[src/rtl/stopwatch_pkg.sv]
// Shared types and limits for the stopwatch BCD time register.
package stopwatch_pkg;

  typedef logic [3:0] bcd_t;

  typedef struct packed {
    bcd_t s_tens;
    bcd_t s_ones;
    bcd_t cs_tens;
    bcd_t cs_ones;
  } sw_time_t;

  localparam bcd_t BCD_MAX   = 4'd9;
  localparam bcd_t STENS_MAX = 4'd5;

endpackage

[src/rtl/stopwatch_counter_bcd_digit.sv]
// Single BCD digit counting 0..MAX with combinational carry/borrow for chaining.
module bcd_digit
  import stopwatch_pkg::*;
#(
  parameter bcd_t MAX = BCD_MAX
) (
  input  logic clk,
  input  logic rst,
  input  logic inc,
  input  logic dec,
  input  logic clr,
  input  logic load,
  input  bcd_t ld_val,
  output bcd_t q,
  output logic carry,
  output logic borrow
);

  bcd_t q_q, q_d;

  assign q      = q_q;
  assign carry  = (q_q == MAX) && inc;
  assign borrow = (q_q == 4'd0) && dec;

  always_comb begin
    q_d = q_q;
    if (clr) begin
      q_d = '0;
    end else if (load) begin
      // Out-of-range load values clamp to the digit maximum
      q_d = (ld_val > MAX) ? MAX : ld_val;
    end else if (inc) begin
      q_d = (q_q == MAX) ? 4'd0 : q_q + 4'd1;
    end else if (dec) begin
      q_d = (q_q == 4'd0) ? MAX : q_q - 4'd1;
    end
  end

  always_ff @(posedge clk) begin
    if (rst) q_q <= '0;
    else     q_q <= q_d;
  end

endmodule

[src/rtl/stopwatch_counter.sv]
// Centisecond prescaler plus SS.cc BCD up/down time register with tick/rollover pulses.
module stopwatch_counter
  import stopwatch_pkg::*;
#(
  parameter int unsigned TICK_DIV = 1_000_000
) (
  input  logic        clk,
  input  logic        rst,
  input  logic        clr,
  input  logic        enable,
  input  logic        up_down,
  input  logic        load,
  input  logic [15:0] load_val,
  output logic [15:0] digits,
  output logic        tick_out,
  output logic        rollover,
  output logic        at_zero
);

  localparam int unsigned PW = (TICK_DIV > 2) ? $clog2(TICK_DIV) : 1;

  logic [PW-1:0] presc_q, presc_d;
  logic          tick;
  logic          tick_q, rollover_q, at_zero_q;
  logic          at_zero_d;
  logic          all_zero;
  sw_time_t      cur, ld;
  logic [3:0]    inc, dec, carry, borrow;

  assign ld = sw_time_t'(load_val);

  always_comb begin
    presc_d = presc_q;
    tick    = 1'b0;
    if (clr || load) begin
      presc_d = '0;
    end else if (enable) begin
      if (presc_q == PW'(TICK_DIV - 1)) begin
        presc_d = '0;
        tick    = 1'b1;
      end else begin
        presc_d = presc_q + 1'b1;
      end
    end
  end

  assign all_zero = (cur == '0);

  // Down count saturates at 00.00: the tick is still reported but no borrow chain starts
  assign inc = {carry[2:0], tick && up_down};
  assign dec = {borrow[2:0], tick && !up_down && !all_zero};

  bcd_digit #(.MAX(BCD_MAX)) u_cs_ones (
    .clk(clk), .rst(rst), .inc(inc[0]), .dec(dec[0]), .clr(clr), .load(load),
    .ld_val(ld.cs_ones), .q(cur.cs_ones), .carry(carry[0]), .borrow(borrow[0])
  );

  bcd_digit #(.MAX(BCD_MAX)) u_cs_tens (
    .clk(clk), .rst(rst), .inc(inc[1]), .dec(dec[1]), .clr(clr), .load(load),
    .ld_val(ld.cs_tens), .q(cur.cs_tens), .carry(carry[1]), .borrow(borrow[1])
  );

  bcd_digit #(.MAX(BCD_MAX)) u_s_ones (
    .clk(clk), .rst(rst), .inc(inc[2]), .dec(dec[2]), .clr(clr), .load(load),
    .ld_val(ld.s_ones), .q(cur.s_ones), .carry(carry[2]), .borrow(borrow[2])
  );

  bcd_digit #(.MAX(STENS_MAX)) u_s_tens (
    .clk(clk), .rst(rst), .inc(inc[3]), .dec(dec[3]), .clr(clr), .load(load),
    .ld_val(ld.s_tens), .q(cur.s_tens), .carry(carry[3]), .borrow(borrow[3])
  );

  // Predict whether the digits will be zero after this edge
  always_comb begin
    at_zero_d = all_zero;
    if (clr) begin
      at_zero_d = 1'b1;
    end else if (load) begin
      at_zero_d = (load_val == 16'h0000);
    end else if (inc[0]) begin
      at_zero_d = carry[3];
    end else if (tick && !up_down) begin
      at_zero_d = all_zero || (cur == sw_time_t'(16'h0001));
    end
  end

  always_ff @(posedge clk) begin
    if (rst) begin
      presc_q    <= '0;
      tick_q     <= 1'b0;
      rollover_q <= 1'b0;
      at_zero_q  <= 1'b1;
    end else begin
      presc_q    <= presc_d;
      tick_q     <= tick;
      rollover_q <= carry[3];
      at_zero_q  <= at_zero_d;
    end
  end

  assign digits   = cur;
  assign tick_out = tick_q;
  assign rollover = rollover_q;
  assign at_zero  = at_zero_q;

endmodule
[config.mk]
export PLATFORM = sky130hd
export DESIGN_NAME = stopwatch_counter
export DESIGN_NICKNAME = d
export VERILOG_FILES = /design/src/rtl/stopwatch_pkg.sv /design/src/rtl/stopwatch_counter_bcd_digit.sv /design/src/rtl/stopwatch_counter.sv
export SDC_FILE = /design/constraint.sdc
export NUM_CORES = 1
export LEC_CHECK = 0
export CORE_ASPECT_RATIO = 0.75
export CORE_UTILIZATION = 49
export DETAILED_ROUTE_END_ITERATION = 7
export PLACE_DENSITY = 0.86
export SYNTH_ARGS = -nofsm -noshare
export SYNTH_HDL_FRONTEND = slang
export SYNTH_SLANG_ARGS = --single-unit
[constraint.sdc]
create_clock -name clk -period 2.4 [get_ports clk]
set_clock_uncertainty 0.05 [all_clocks]
set_input_delay 0.24 -clock clk [delete_from_list [all_inputs] [get_ports clk]]
set_output_delay 0.24 -clock clk [all_outputs]
set_load 0.05 [all_outputs]
# Word level (Yosys, flattened, before mapping)
# Index checks and enable logic that the tools add are counted.
# word_totals
wordCells	84
rom_bits	0
mem_count	0
ramBits	0
latchBits	0
reg_bits	39
out_inout_bits	19
input_bits	22
# classes
n_eq_ne	6
bitwise_logic	0
order_cmp	4
shift	0
reduce_logical	26
n_mux	31
n_mul	0
div	0
addsub	9
# ops
op	n
$mux 4	24
$logic_not 16->1	2
$add 20x1->20 const B	1
$eq 20x20->1 const B	1
$mux 20	1
$add 4x1->4 const B	4
$eq 16x1->1 const B	1
$logic_not 4->1	4
$sub 4x1->4 const B	4
$eq 4x4->1 const B	3
$gt 4x4->1 const B	3
$reduce_bool 3->1	4
$logic_and 1x1->1	10
$mux 1	6
$eq 4x3->1 const B	1
$gt 4x3->1 const B	1
$reduce_or 2->1	2
$logic_not 1->1	2
$logic_or 1x1->1	2

# Depth between registers and ports, before layout
# Gate-level depths: netlist (run 1).
# logic_depth
ltp_word	12
depth_mapped	8
depth_no_buf	7

# Cells and area by module
# From an unflattened synthesis (run 1), not the netlist that was laid out.
# hier_totals
hier_cells	314
area_unflattened_um2	2595.0
# by_module_without_submodules
module	cells_per_inst	instances	area_each_um2	seq_area_each_um2
stopwatch_counter	141	1	1213.7	460.4
bcd_digit at u_cs_ones ...	45	3	352.8	80.1
bcd_digit at u_s_tens	38	1	322.8	80.1

# Worst setup path after synthesis (run 1)
# Ideal clock, no wire load.
# synth_path
kind	flip-flop to flip-flop
startpoint	register u_cs_ones.q_q[1] (netlist: u_cs_ones.q[1])
endpoint	register u_s_ones.q_q[3] (netlist: u_s_ones.q[3])
t_arrival_ns	2.415
setup_slack_ns	-0.200
stages_incl_launch_ff	8
required_time_ns	2.214
setup_ns	0.136
cell_sequence	dfxtp_1 clkbuf_1 nor3b_1 nand4_1 nor3_4 or4_2 a2111oi_0 a211oi_1
# synth_via
elab_chain_len	6
elab_cells_between_ends	12
cone_classes	eq/ne: 1; mux: 2; reduce/logical: 9
# synth_lines
element	line	source
from (decl)	stopwatch_counter_bcd_digit.sv:19	bcd_t q_q, q_d;
from (signal assigned)	stopwatch_counter_bcd_digit.sv:41	else q_q <= q_d;
$logic_not 16->1	stopwatch_counter.sv:47	assign all_zero = (cur == '0);
$logic_not 1->1	stopwatch_counter.sv:51	assign dec = {borrow[2:0], tick && !up_down && !all_zero};
$logic_and 1x1->1	stopwatch_counter.sv:51	
$logic_and 1x1->1 (2 in a row)	stopwatch_counter_bcd_digit.sv:23	assign borrow = (q_q == 4'd0) && dec;
$reduce_bool 3->1 (no source line)	n/a	
to (signal assigned)	stopwatch_counter_bcd_digit.sv:41	
to (decl)	stopwatch_counter_bcd_digit.sv:19	
# Parallel ways exist; a longest one is shown, timed or not.
# A chain may end at the register's enable or synchronous reset.

# Worst setup path in the final report (run 1)
# layout_path
startpoint	register presc_q[11]
endpoint	register u_s_tens.q_q[2] (netlist: u_s_tens.q[2])
# layout_via
elab_chain_len	10
elab_cells_between_ends	16
cone_classes	eq/ne: 1; mux: 5; reduce/logical: 10
# layout_lines
element	line	source
from (decl)	stopwatch_counter.sv:22	logic [PW-1:0] presc_q, presc_d;
from (signal assigned)	stopwatch_counter.sv:94	presc_q <= presc_d;
$eq 20x20->1 *	stopwatch_counter.sv:38	if (presc_q == PW'(TICK_DIV - 1)) begin
$mux 1 *	stopwatch_counter.sv:38	
$mux 1 *	stopwatch_counter.sv:37	end else if (enable) begin
$mux 1 *	stopwatch_counter.sv:35	if (clr || load) begin
$logic_and 1x1->1, on equally long branches	stopwatch_counter.sv:50, stopwatch_counter.sv:51	
$logic_and 1x1->1, on equally long branches	stopwatch_counter_bcd_digit.sv:22, stopwatch_counter.sv:51	
$logic_and 1x1->1, on equally long branches (2 in a row)	stopwatch_counter_bcd_digit.sv:22, stopwatch_counter_bcd_digit.sv:23	
$mux 4 or $logic_and 1x1->1 (tied branches)	stopwatch_counter_bcd_digit.sv:32, stopwatch_counter_bcd_digit.sv:23	
$mux 4 or $reduce_bool 3->1 (tied branches)	n/a	
to (signal assigned)	stopwatch_counter_bcd_digit.sv:41	
to (decl)	stopwatch_counter_bcd_digit.sv:19	
# Every way passes the cells marked *; elsewhere a longest branch is shown, timed or not.

==> summary.txt, run 1 <==
Routing
  • First DRT Iteration DRCs: 267
  • Final ANT Viol Nets: 0
  • Total number of vias: 3113
  • DR WL/cell: 17.20 um
  • Drt drc: 0
  • First-pass DRT Iterations: 7
  • Vias/cell: 6.276
  • Post-Route WL: 8529 um

Floorplan
  • Starting density of the core: 51.13%
  • Core Box Area: 5381 um2
  • IO Pins: 41
  • Die Y: 66.90 um
  • Num rows: 23
  • Die W: 88.53 um
  • Die area: 5922 um2

Clock network
  • CTS Root Cell: clkbuf_8
  • Clock Path Buffers: 2
  • Clk sink count: 39
  • CTS buffer count: 5
  • Hold Buf Count CTS: 0
  • H-tree depth: 2
  • CTS tree: built
  • Skew-Pair Late Insertion Delay: 0.30 ns
  • Reg clk slew, reported paths: 0.08 ns

Synthesis
  • Yosys warns: 0
  • Area leader, netlist: dfxtp_1
  • Synth Area in Compound Gates: 19.10%
  • Synth top area share: 28.38%
  • Xor/xnor cell area share of the yosys netlist: 8.913%
  • Seq/Total Area, Yosys: 28.38%
  • Mapped Cells: 343
  • Post-synth EDFFs: 0
  • Mux contribution to synthesized area: 1.864%
  • Syn_nets: 366
  • Yosys cell types: 68
  • Ranking of synthesized cells by area: dfxtp_1, nor2_1, xnor2_1
  • Syn_area_per_cell: 8.022 um2
  • Combinational family with the most area after synthesis: simple AND/OR/NAND/NOR gates
  • Top FF cell, synth: dfxtp_1
  • Ys async rst share: 0%
  • Synth Register Bits: 39
  • Simple-gate share of the synthesized area: 34.74%
  • Mapped cell area: 2751 um2
  • Adder-cell share of the synthesized area: 0.4548%

Finish
  • Diode count: 0
  • Fraction of final layout cells sized beyond drive strength 1: 25.42%
  • Area Growth Syn to Fin: 38.34%
  • Fillcell total: 390
  • Post-Layout Cell Count: 496
  • Commonest non-fill, non-tap cell in the layout: buf_4
  • Commonest cells after routing, fill and taps aside: buf_4, nor2_1, clkdlybuf4s50_1, dfxtp_1, nand2_1
  • Post-route cell area: 3806 um2
  • Final nets: 443

Timing
  • Fin. max-slew vios: 0
  • Fin crit period: 2.575 ns
  • Final Worst Setup Slack: -0.1754 ns
  • Setup TNS: -1.505 ns
  • RSZ-0062 raised after global routing: true
  • Max Fclk: 0.3883 GHz
  • Slew headroom: 62.32%
  • Final hold violation count: 0
  • Period utilization: 107.3%
  • Slew @ Worst Pin: 0.5644 ns
  • Final setup viols: 14
  • Worst hold slack: 0.4754 ns

Setup path
  • Worst path slowest cell: or4_4
  • Worst r2r src: presc_q[11]
  • Slowest Stage Delay on Critical Path: 0.56 ns
  • Critical-path cell list: or4_4 > or4_4 > buf_12 > nor3_4 > buf_6 > nor4_4 > a311oi_1 > a31oi_1
  • Worst reg2reg path endpoint: u_s_tens.q[2]
  • WS Path Type: flip-flop to flip-flop
  • Worst Reg-to-Reg Cells: 8
  • Arrival time worst endpoint: 2.72 ns
  • CP required: 2.54 ns
  • Worst setup SP type: flip-flop
  • CP dominant cell by count: or4_4
  • Endpoint class of the critical path: flip-flop
  • Critical-path maximum fanout: 7
  • Reg2reg setup slack: -0.18 ns

Power
  • Switching portion of total power: 28.40%
  • Worst VDD drop: 0.2277 mV
  • Combinational share of power: 19.8%
  • Switching Power: 448.5 uW
  • Reg power frac: 43.0%
  • Int Pwr: 1131 uW
  • Clock share of power: 37.2%
  • Power Density: 414.9 nW/um2
  • Leakage power: 0.001338 uW

Status
  • Status: finished with violations
  • Failing checks: negative setup slack

Placed design
  • GP Congestion: 0.8947
  • Post-DP HPWL: 6095 um
  • PortBufs: 40
  • Placed Area: 3517 um2
  • Placed instance count: 482

Min path
  • Hold WC Path Type: primary input to flip-flop
  • Hold EP: rollover
  • Cells on Worst Hold Path: 2
  • Hold Crit Start: rst

GRT
  • Total GRT Usage: 29.93%
  • First-pass GRT wire length: 13400 um
  • Vias in the first global route: 2751
  • Congestion Overflow GR: 0
  • Initial antenna violation count: 0
  • Pin count of the biggest net entering global routing: 21

Run
  • Max Cap Viol: 0
==> critical path, delay by kind of cell, from the launching register on <==
family	cells	cell delay, ns
AND/OR/NAND/NOR	4	1.36
AO/OA/AOI/OAI	2	0.36
buffers and inverters	2	0.35
flip-flops	1	0.32
==> area by class of cell <==
type | count | area (um2) | share of cell area, %
Clock buffer | 6 | 82.58 | 2.170
Timing Repair Buffer | 93 | 834.6 | 21.93
Sequential cell | 39 | 790.8 | 20.78
Tap cell | 75 | 93.84 | 2.465
Inverter | 10 | 37.54 | 0.9862
Multi-Input combinational cell | 271 | 1932 | 50.76
Clock inverter | 2 | 35.03 | 0.9204
==> what timing repair did <==
| item | CTS | global route |
|---|---|---|
| pin swaps | 11 | 7 |
| setup endpoints to repair | 14 | 18 |
| setup buffers | 5 | 1 |
| resized for setup | 14 | 10 |
==> state kept, by name (all words and copies together), names as in the netlist <==
name,cells
u_cs_tens.q,4
rollover,1
u_cs_ones.q,4
u_s_ones.q,4
tick_out,1
at_zero,1
u_s_tens.q,4
presc_q,20
==> per-stage QoR <==
stage                     power, uW  util (%)  worst slack [ns]
after floorplan               860.0         -          -0.04386
after global placement        974.1     65.36           -0.1244
after detailed placement      982.0     65.36           -0.3125
after CTS                      1563     69.54           -0.1759
after global routing           1629     70.73           -0.2512
final                          1579     70.73           -0.1754
==> power by group through the flow <==
stage / Clock, uW / Sequential (uW) / Combinational, uW
6_report: 587 / 680 / 312
5_1_grt: 618 / 682 / 329
4_1_cts: 586 / 678 / 298
3_5_place_dp: 0 / 693 / 289
3_3_place_gp: 0 / 692 / 282
2_1_floorplan: 0 / 724 / 136
==> layer usage <==
metal / vias up / global-route usage (%) / part of all wire (%)
li1: 1434 / - / -
met1: 1478 / 39.53 / 43
met2: 181 / 46.63 / 46
met3: 20 / 9.294 / 9.0
met4: 0 / 8.669 / 2.2
met5: - / 0 / 0
==> cell usage after synthesis, types with 3 or more instances <==
library cell	count
nor2_1	46
nor4b_1	3
nor4_1	9
o21ai_0	17
nor3_1	8
or2_2	4
and3_1	3
dfxtp_1	39
clkbuf_1	13
a31oi_1	6
nand2_1	20
nand2b_1	7
a21oi_1	8
nor4_2	4
a221oi_1	3
or4_4	3
xnor2_1	15
nor3b_1	3
mux2i_1	4
a211oi_1	7
nor2b_1	4
xor2_1	13
o31ai_1	3
nand4_1	11
buf_6	4
inv_1	10
nand3_1	20
==> cells by family after synthesis <==
group                    count (synthesis)
multiplexers                             5
buffers and inverters                   33
AO/OA/AOI/OAI                           72
XOR/XNOR                                28
adder cells (fa/ha/maj)                  1
AND/OR/NAND/NOR                        165
flip-flops                              39
==> worst max path at each step <==
stage / startpoint / end / slack (ns) / depth (start not counted)
final: presc_q[11] / u_s_tens.q[2] / -0.18 / 8
after global routing: presc_q[11] / u_s_tens.q[2] / -0.25 / 8
after CTS: presc_q[11] / u_s_ones.q[2] / -0.18 / 7
after detailed placement: enable / u_s_ones.q[3] / -0.31 / 7
after global placement: enable / u_s_ones.q[3] / -0.12 / 7
after floorplan: presc_q[11] / u_cs_ones.q[2] / -0.04 / 7
(Power assumes the default switching activity.)
==> run 2: changes to the inputs <==
- GPL_TIMING_DRIVEN: default -> 0
==> run 2 against run 1 <==
Compared with the run above: fmax decreased by 2.6%; global-route usage fell by 1.2 points; first-iteration DRC count rose by 21%; die area is the same; hold slack lost 0.28 ns; non-clock buffer count shrank 19; the flow still finishes with violations (negative setup slack); critical path type unchanged; via count is 1.1% lower; utilization fell by 2.3 points.
==> summary.txt, run 2 (same netlist as run 1, synthesis figures left out) <==
Status
  • Status: finished with violations
  • Failing checks: negative setup slack

Timing
  • Final setup viols: 13 (-1)
  • RSZ-0062 raised after global routing: true
  • Max Fclk: 0.3782 GHz (-2.6%)
  • Final Worst Setup Slack: -0.2438 ns (-0.06837 ns)
  • Slew headroom: 48.07% (-14 points)
  • Fin. max-slew vios: 0 (unchanged)
  • Fin crit period: 2.644 ns (+0.06837 ns)
  • Worst hold slack: 0.1982 ns (-0.2772 ns)
  • Setup TNS: -2.194 ns (-0.6895 ns)
  • Final hold violation count: 0 (unchanged)
  • Slew @ Worst Pin: 0.7761 ns (+0.2117 ns)
  • Period utilization: 110.2% (+2.8 points)

Setup path
  • Critical-path cell list: or4_4 > or4_4 > buf_4 > nor3_4 > buf_4 > a31oi_1 > a2111oi_2 > o21a_1
  • Worst path slowest cell: or4_4
  • Endpoint class of the critical path: flip-flop
  • Slowest Stage Delay on Critical Path: 0.56 ns (about the same)
  • Top delay family on crit path: simple AND/OR/NAND/NOR gates
  • Arrival time worst endpoint: 2.84 ns (+0.12 ns)
  • Critical-path maximum fanout: 4 (-3)
  • Worst setup SP type: flip-flop
  • WS Path Type: flip-flop to flip-flop
  • Buf/Inv on CP: 2 (unchanged)
  • CP required: 2.60 ns (+0.06 ns)

Floorplan
  • Die W: 88.53 um (unchanged)
  • Die Y: 66.90 um (unchanged)
  • Die area: 5922 um2 (unchanged)
  • Num rows: 23 (unchanged)
  • IO Pins: 41 (unchanged)
  • Core Box Area: 5381 um2 (unchanged)
  • Starting density of the core: 51.13% (unchanged)

Routing
  • First DRT Iteration DRCs: 324 (+21%)
  • DR WL/cell: 18.36 um (+6.8%)
  • Post-Route WL: 8760 um (+2.7%)
  • Vias/cell: 6.453 (+2.8%)
  • Total number of vias: 3078 (-1.1%)
  • Final ANT Viol Nets: 0 (unchanged)
  • First-pass DRT Iterations: 5 (-2)
  • Drt drc: 0 (unchanged)

Min path
  • Hold WC Path Type: primary input to flip-flop

Power
  • Power Density: 390.7 nW/um2 (-5.8%)
  • Leakage power: 0.001224 uW (-8.6%)
  • Worst VDD drop: 0.3213 mV (+41%)
  • Total power: 1439 uW (-8.9%)

Placed design
  • Pre-CTS setup slack: -0.5091 ns (-0.1966 ns)
  • Post-DP HPWL: 5708 um (-6.3%)
  • PortBufs: 38 (-5.0%)
  • GP Congestion: 0.9151 (+2.3%)

Finish
  • Largest Register: presc_q
  • Final nets: 424 (-4.3%)
  • Area Growth Syn to Fin: 33.83%
  • Fraction of final layout cells sized beyond drive strength 1: 22.14% (-3.3 points)
  • Diode count: 0 (unchanged)
  • Commonest non-fill, non-tap cell in the layout: nor2_1
  • Max FFs per register: 20 (unchanged)
  • Commonest cells after routing, fill and taps aside: nor2_1, clkdlybuf4s50_1, dfxtp_1, nand2_1, nand3_1

GRT
  • Initial antenna violation count: 0 (unchanged)
  • First-pass GRT wire length: 13040 um (-2.7%)
  • Pin count of the biggest net entering global routing: 13 (-38%)
  • Total GRT Usage: 28.77% (-1.2 points)
  • Vias in the first global route: 2693 (-2.1%)
  • Congestion Overflow GR: 0 (unchanged)

Clock network
  • Clk sink count: 39 (unchanged)
  • CTS buffer count: 5 (unchanged)
  • Hold Buf Count CTS: 0 (unchanged)
  • Skew-Pair Late Insertion Delay: 0.30 ns (about the same)
  • CTS tree: built
  • Clock Path Buffers: 2 (unchanged)
  • H-tree depth: 2 (unchanged)
  • Reg clk slew, reported paths: 0.09 ns (about the same)
  • CTS Root Cell: clkbuf_8

Run
  • Max Cap Viol: 0 (unchanged)
==> run 2: cell count changes in the layout (fill, tap and decap cells not counted), sizes merged <==
cell	before	now
bufinv	1	0
clkbuf	6	20
clkdlybuf4s50	40	38
buf	53	20
bufbuf	0	1
clkinv	1	3
==> run 2: stage by stage <==
step | utilization, % | instance area (um2) | instances
after CTS | 65.71 | 3536 | 474
after global placement | 60.75 | 3269 | 456
final | 68.43 | 3682 | 477
after detailed placement | 60.75 | 3269 | 456
after global routing | 68.43 | 3682 | 477
after floorplan | - | 2795 | 343
==> run 2: final cells by class <==
cell class                      count  area, um2
Tap cell                           75      93.84
Inverter                           10      37.54
Multi-Input combinational cell    271       2012
Fill cell                         398       1699
Timing Repair Buffer               52      518.0
Buffer                             22      146.4
Clock inverter                      3      15.01
Sequential cell                    39      790.8
Clock buffer                        5      68.82
==> run 2: per-layer routing <==
layer  part of all wire, %  wire length [um]  vias to the layer above  track usage (%)
met1                    42              3688                     1455            39.78
met3                   9.9               863                       34            6.815
li1                      -                 -                     1394                -
met5                     0                 0                        -                0
met2                    45              3954                      195            42.79
met4                   2.9               253                        0            11.09
==> run 2: worst register-to-register path, stage by stage, from the launching register on <==
cell,delay [ns]
dfxtp_2,0.34
or4_4,0.54
or4_4,0.56
buf_4,0.17
nor3_4,0.23
buf_4,0.18
a31oi_1,0.10
a2111oi_2,0.25
o21a_1,0.17
==> run 2: power by group <==
group / internal, uW / total (uW) / leakage (uW) / switching, uW
clock: 199 / 450 / 0.0000477 / 250
combinational: 125 / 314 / 0.000857 / 189
sequential: 659 / 675 / 0.000320 / 15.3
total: 983 / 1440 / 0.00122 / 455
==> run 2: final timing paths <==
path	start	to	slack, ns	depth (start not counted)
max	presc_q[10]	u_s_tens.q[3]	-0.24	8
min	enable	presc_q[0]	0.20	3
max reg2reg	presc_q[10]	u_s_tens.q[3]	-0.24	8
min reg2reg	presc_q[1]	presc_q[1]	0.50	2
==> run 2: timing repair <==
action,in CTS,in global routing
gates resized for setup,18,24
gates cloned,1,0
pin swaps,5,8
setup buffers,9,4
setup endpoints to repair,35,37
